<file path="src/rtl/gate_pkg.sv">
// gate_pkg: shared state type and constants for the parking gate controller.
// Holds the FSM encoding, the lot size and the default tick counts.
package gate_pkg;

    localparam int NUM_VAGAS       = 8;
    localparam int DEF_OPEN_TICKS  = 380;
    localparam int DEF_CLOSE_TICKS = 95;

    typedef enum logic [1:0] {
        IDLE     = 2'd0,
        OPEN_IN  = 2'd1,
        OPEN_OUT = 2'd2,
        CLOSING  = 2'd3
    } state_t;

    function automatic int max2(input int a, input int b);
        return (a > b) ? a : b;
    endfunction

endpackage

</file>
<file path="src/rtl/occupancy_counter.sv">
// occupancy_counter: popcount of the spot sensors and the registered
// "lot full" flag used by the entry arbitration.
module occupancy_counter
    import gate_pkg::*;
(
    input  logic                 i_clk,
    input  logic                 i_rst,
    input  logic [NUM_VAGAS-1:0] i_vagas,
    output logic                 o_lotado
);

    logic [3:0] w_count;
    logic       r_lotado;

    // Count occupied spots.
    always_comb begin
        w_count = '0;
        for (int i = 0; i < NUM_VAGAS; i++) begin
            w_count = w_count + 4'(i_vagas[i]);
        end
    end

    // Register the full flag, one clock behind the sensors.
    always_ff @(posedge i_clk or posedge i_rst) begin
        if (i_rst) begin
            r_lotado <= 1'b0;
        end else begin
            r_lotado <= (w_count == 4'(NUM_VAGAS));
        end
    end

    assign o_lotado = r_lotado;

endmodule

</file>
<file path="src/rtl/gate_controller.sv">
// gate_controller: parking barrier FSM with exit-first arbitration,
// passage detection and safety reopen. Open timeout built with GATE_TIMEOUT_EN.
module gate_controller
    import gate_pkg::*;
#(
    parameter int OPEN_TICKS  = DEF_OPEN_TICKS,
    parameter int CLOSE_TICKS = DEF_CLOSE_TICKS
) (
    input  logic                 CLK,
    input  logic                 RST,
    input  logic                 tick,
    input  logic [NUM_VAGAS-1:0] vagasEstacionamento,
    input  logic                 reqEntrada,
    input  logic                 reqSaida,
    input  logic                 passagem,
    output logic                 cancelaAberta,
    output logic                 sentido,
    output logic                 ackEntrada,
    output logic                 ackSaida,
    output logic                 lotado,
    output logic                 timeoutFlag
);

    localparam int CW = $clog2(max2(OPEN_TICKS, CLOSE_TICKS) + 1);

    state_t        r_state;
    state_t        w_next;
    logic          r_ack_in;
    logic          r_ack_out;
    logic          r_sentido;
    logic          r_cancela;
    logic          r_pass_q;
    logic          r_seen;
    logic [CW-1:0] r_close_cnt;
    logic          w_lotado;
    logic          w_in_open;
    logic          w_rise;
    logic          w_fall;
    logic          w_open_zero;
    logic          w_grant_in;
    logic          w_grant_out;
    logic          w_reopen;
    logic          w_to_close;

    occupancy_counter u_occ (
        .i_clk    (CLK),
        .i_rst    (RST),
        .i_vagas  (vagasEstacionamento),
        .o_lotado (w_lotado)
    );

    assign w_in_open = (r_state == OPEN_IN) || (r_state == OPEN_OUT);
    assign w_rise    = w_in_open && passagem && !r_pass_q;
    assign w_fall    = w_in_open && r_seen && r_pass_q && !passagem;

`ifdef GATE_TIMEOUT_EN
    logic [CW-1:0] r_open_cnt;
    logic          r_timeout;

    assign w_open_zero = (r_open_cnt == '0);

    // Open timer: loaded on grant or reopen, counts ticks while open.
    always_ff @(posedge CLK or posedge RST) begin
        if (RST) begin
            r_open_cnt <= '0;
            r_timeout  <= 1'b0;
        end else begin
            if (w_grant_in || w_grant_out || w_reopen) begin
                r_open_cnt <= CW'(OPEN_TICKS);
            end else if (w_in_open && tick && !w_open_zero) begin
                r_open_cnt <= r_open_cnt - CW'(1);
            end
            if (w_grant_in || w_grant_out) begin
                r_timeout <= 1'b0;
            end else if (w_in_open && !w_fall && w_open_zero) begin
                r_timeout <= 1'b1;
            end
        end
    end

    assign timeoutFlag = r_timeout;
`else
    assign w_open_zero = 1'b0;
    assign timeoutFlag = 1'b0;
`endif

    // State register.
    always_ff @(posedge CLK or posedge RST) begin
        if (RST) begin
            r_state <= IDLE;
        end else begin
            r_state <= w_next;
        end
    end

    // Next-state logic: arbitration, passage, timeout and reopen.
    always_comb begin
        w_next      = r_state;
        w_grant_in  = 1'b0;
        w_grant_out = 1'b0;
        w_reopen    = 1'b0;
        w_to_close  = 1'b0;
        unique case (r_state)
            IDLE: begin
                if (reqSaida) begin
                    w_next      = OPEN_OUT;
                    w_grant_out = 1'b1;
                end else if (reqEntrada && !w_lotado) begin
                    w_next     = OPEN_IN;
                    w_grant_in = 1'b1;
                end
            end
            OPEN_IN, OPEN_OUT: begin
                if (w_fall || w_open_zero) begin
                    w_next     = CLOSING;
                    w_to_close = 1'b1;
                end
            end
            CLOSING: begin
                if (passagem) begin
                    w_next   = r_sentido ? OPEN_OUT : OPEN_IN;
                    w_reopen = 1'b1;
                end else if (r_close_cnt == '0) begin
                    w_next = IDLE;
                end
            end
            default: w_next = IDLE;
        endcase
    end

    // Registered outputs, passage tracking and closing timer.
    always_ff @(posedge CLK or posedge RST) begin
        if (RST) begin
            r_ack_in    <= 1'b0;
            r_ack_out   <= 1'b0;
            r_sentido   <= 1'b0;
            r_cancela   <= 1'b0;
            r_pass_q    <= 1'b0;
            r_seen      <= 1'b0;
            r_close_cnt <= '0;
        end else begin
            r_ack_in  <= w_grant_in;
            r_ack_out <= w_grant_out;
            r_cancela <= (w_next == OPEN_IN) || (w_next == OPEN_OUT);
            r_pass_q  <= passagem;
            if (w_grant_in) begin
                r_sentido <= 1'b0;
            end else if (w_grant_out) begin
                r_sentido <= 1'b1;
            end
            if (w_grant_in || w_grant_out) begin
                r_seen <= 1'b0;
            end else if (w_reopen || w_rise) begin
                r_seen <= 1'b1;
            end
            if (w_to_close) begin
                r_close_cnt <= CW'(CLOSE_TICKS);
            end else if (r_state == CLOSING && tick && r_close_cnt != '0) begin
                r_close_cnt <= r_close_cnt - CW'(1);
            end
        end
    end

    assign ackEntrada    = r_ack_in;
    assign ackSaida      = r_ack_out;
    assign sentido       = r_sentido;
    assign cancelaAberta = r_cancela;
    assign lotado        = w_lotado;

endmodule

</file>
<file path="config.mk">
export PLATFORM = sky130hd
export DESIGN_NAME = gate_controller
export DESIGN_NICKNAME = d
export VERILOG_FILES = /design/src/rtl/gate_pkg.sv /design/src/rtl/occupancy_counter.sv /design/src/rtl/gate_controller.sv
export SDC_FILE = /design/constraint.sdc
export NUM_CORES = 1
export LEC_CHECK = 0
export ABC_AREA = 1
export CORE_MARGIN = 2
export CORE_UTILIZATION = 35
export DETAILED_ROUTE_END_ITERATION = 6
export DONT_BUFFER_PORTS = 1
export PLACE_DENSITY_LB_ADDON = 0.08
export SLEW_MARGIN = 40
export SYNTH_ARGS = -nofsm -noshare
export SYNTH_HDL_FRONTEND = slang
export SYNTH_HIERARCHICAL = 1
export SYNTH_SLANG_ARGS = --single-unit
</file>
<file path="constraint.sdc">
create_clock -name CLK -period 2.5 [get_ports CLK]
set_input_delay 0.125 -clock CLK [delete_from_list [all_inputs] [get_ports CLK]]
set_output_delay 0.125 -clock CLK [all_outputs]
set_load 0.1 [all_outputs]
</file>
==> qor.txt <==
post_cts resized: 0
# clock sinks: 18
WS Path Type: input port to register
CP Launch Type: input port
FF-to-FF setup slack: 0.79 ns
Synth Flop Type: dfrtp_1
antenna-violating nets left: 0
outcome: finished clean
fillcell total: 357
Hold Crit Class: input port to register
EDFF count, synth: 0
P&R area growth vs syn: 10.9%
via count: 893
largest net degree at the start of global routing: 18
Yosys top cell by area: dfrtp_1
synth unique cells: 25
final setup fails: 0
hold path depth: 2
Critical Path RT: 2.72 ns
Gate Count Post-Synth: 145
worst r2r dst: cancelaAberta$_DFF_PP0_
drt pass-1 iters: 4
CTS tree: yes
Flop pwr share: 42.0%
max_slew headroom: 41.0%
arrival time worst endpoint: 2.59 ns
R2R Path Start: r_state[0]$_DFF_PP0_
H-tree Lvls: 1
count of non-filler cells in the finished layout: 199
top cell type's share of synthesized area: 37.2%
clock share of power: 12.3%
initial drt markers: 34
Worst Clk Skew: 0.00412 ns
switching pwr: 714 uW
global route overflow: 0
die width: 62.8 um
CP Max Fanout: 2
sw frac: 50.1%
Hold Path Sink: ackEntrada$_DFF_PP0_
Cell Pwr Density: 1060 nW/um^2
Leak: 0.000686 uW
Skew-Pair Late Insertion Delay: 0.29 ns
endpoints failing hold: 0
Netlist Area Pre-Place: 1210 um^2
Setup Buffers After CTS: 0
share of cells above drive strength 1: 16.3%
final WL: 2.10 mm
core area: 3340 um^2
all-layer global routing usage: 12.9%
largest cells by area after synthesis: dfrtp_1, inv_1, nand2_1, ha_1, fa_1
Internal Power: 712 uW
Mapped Avg Cell Area: 8.34 um^2
HP Start: reqEntrada
Vias/cell: 4.49
Mapped Nets: 170
total clock buffers created by CTS: 3
synth cell count leaders: inv_1, nand2_1, dfrtp_1, nor2_1, nand3_1
sequential cell area fraction in the yosys report: 37.2%
Post-DP HPWL: 1.71 mm
DP Area: 1270 um^2
root buf cell: clkbuf_4
starting density of the core: 36.3%
fin. max-slew vios: 0
count leader, synth: inv_1
DIE HEIGHT: 62.8 um
IO Pins: 20
VDD IR max: 0.506 mV
placed cells: 192
Port Buf Inserts: 0
vias in the first global route: 942
Worst Setup End Kind: register
hold slack: 0.0313 ns
die area: 3940 um^2
Worst-Margin Slew: 0.886 ns
Core Rows: 21
Remaining DRCs: 0
RSZ-0062 raised after global routing: false
min cycle time layout: 2.37 ns
gp weighted congestion: 0.743
Nets: 179
Design Area, Final: 1340 um^2
fmax: 423 MHz
initial antenna violation count: 0
first-pass GRT wire length: 3.95 mm
final worst-path cycle share: 94.6%
clock-pin slew on the worst setup and hold paths: 0.10 ns
number of max-cap violations: 0
Post-CTS Hold Buffers: 3
wire per inst: 10.5 um
FF-to-FF path depth: 9
Clock Path Buffers: 2
Syn. warnings: 6
Gate power share: 45.7%
#FFs+latches synth: 18
diode count: 0
FFs w/ async S/R, synth: 100%
[sequential cells by signal, summed over array words and instances, names as in the netlist]
signal / count
ackSaida: 1
r_seen: 1
u_occ/o_lotado: 1
ackEntrada: 1
r_close_cnt: 9
r_pass_q: 1
r_state: 2
cancelaAberta: 1
sentido: 1
[metrics by stage]
step           setup TNS [ns]  utilization, %  worst slack (ns)  total power, uW
6_report                    0            40.2             0.134             1430
5_1_grt                     0            40.2           0.00384             1580
4_1_cts                     0            40.2             0.129             1460
3_5_place_dp           -0.163            38.2            -0.163             1260
3_3_place_gp           -0.135            38.2            -0.135             1250
2_1_floorplan         -0.0635               -           -0.0635             1140
[cells in the final DEF, fill, tap and decap left out, drive strengths merged]
cell          n
a211oi        1
a21oi         6
and2          1
buf           2
clkbuf        4
conb          1
dfrtp        18
dlygate4sd3   3
fa            4
ha            7
inv          34
nand2        33
nand3        10
nand4         2
nor2         14
o211ai        2
o21ai        10
xor2          1
[critical path, cell delays in order]
cell	delay [ns]
fa_1	0.52
inv_1	0.05
fa_1	0.49
fa_1	0.41
inv_1	0.07
ha_1	0.16
inv_1	0.06
fa_1	0.47
nand2_1	0.06
inv_1	0.05
nand2_1	0.04
nor2_1	0.08
[how the worst max path moves through the flow]
stage	from	end	slack, ns	cells past startpoint
after floorplan	vagasEstacionamento[0]	u_occ/o_lotado$_DFF_PP0_	-0.06	12
after detailed placement	vagasEstacionamento[0]	u_occ/o_lotado$_DFF_PP0_	-0.16	12
after global placement	vagasEstacionamento[0]	u_occ/o_lotado$_DFF_PP0_	-0.13	12
after CTS	vagasEstacionamento[0]	u_occ/o_lotado$_DFF_PP0_	0.13	12
final	vagasEstacionamento[0]	u_occ/o_lotado$_DFF_PP0_	0.13	12
after global routing	vagasEstacionamento[0]	u_occ/o_lotado$_DFF_PP0_	0.004	12
[power by group through the flow]
stage	clock network (uW)	logic [uW]	registers [uW]
5_1_grt	202	760	614
6_report	175	653	599
3_3_place_gp	0	644	605
3_5_place_dp	0	657	606
4_1_cts	190	666	600
2_1_floorplan	0	484	653
[kinds of logic (layout without fill, tap and decap cells)]
family | Yosys count | after routing | share of synthesized area, %
xor+xnor | 1 | 1 | 0.724
simple gates | 60 | 60 | 27.5
buf+inv | 35 | 43 | 11.2
compound gates | 19 | 19 | 9.20
fa+ha+maj | 11 | 11 | 13.9
other cells | 1 | 1 | 0.310
flops | 18 | 18 | 37.2
[routing by layer]
layer  vias to the layer above  track usage (%)  part of all wire [%]  wire, um
met5                         -                0                     0         0
met4                         0             5.83                  0.76        16
met3                         2             2.70                   2.8        59
met2                         8             21.5                    51      1070
met1                       423             15.9                    45       947
li1                        460                -                     -         -
[final cells by class]
type | instances | area (um^2) | share of cell area, %
clock buffer | 4 | 36.3 | 2.71
tap | 46 | 57.6 | 4.29
sequential | 18 | 450 | 33.6
timing repair buffer | 5 | 45.0 | 3.36
inverter | 34 | 128 | 9.51
multi-input combinational | 92 | 624 | 46.5
Note: power is estimated with default switching activity, not from simulation.
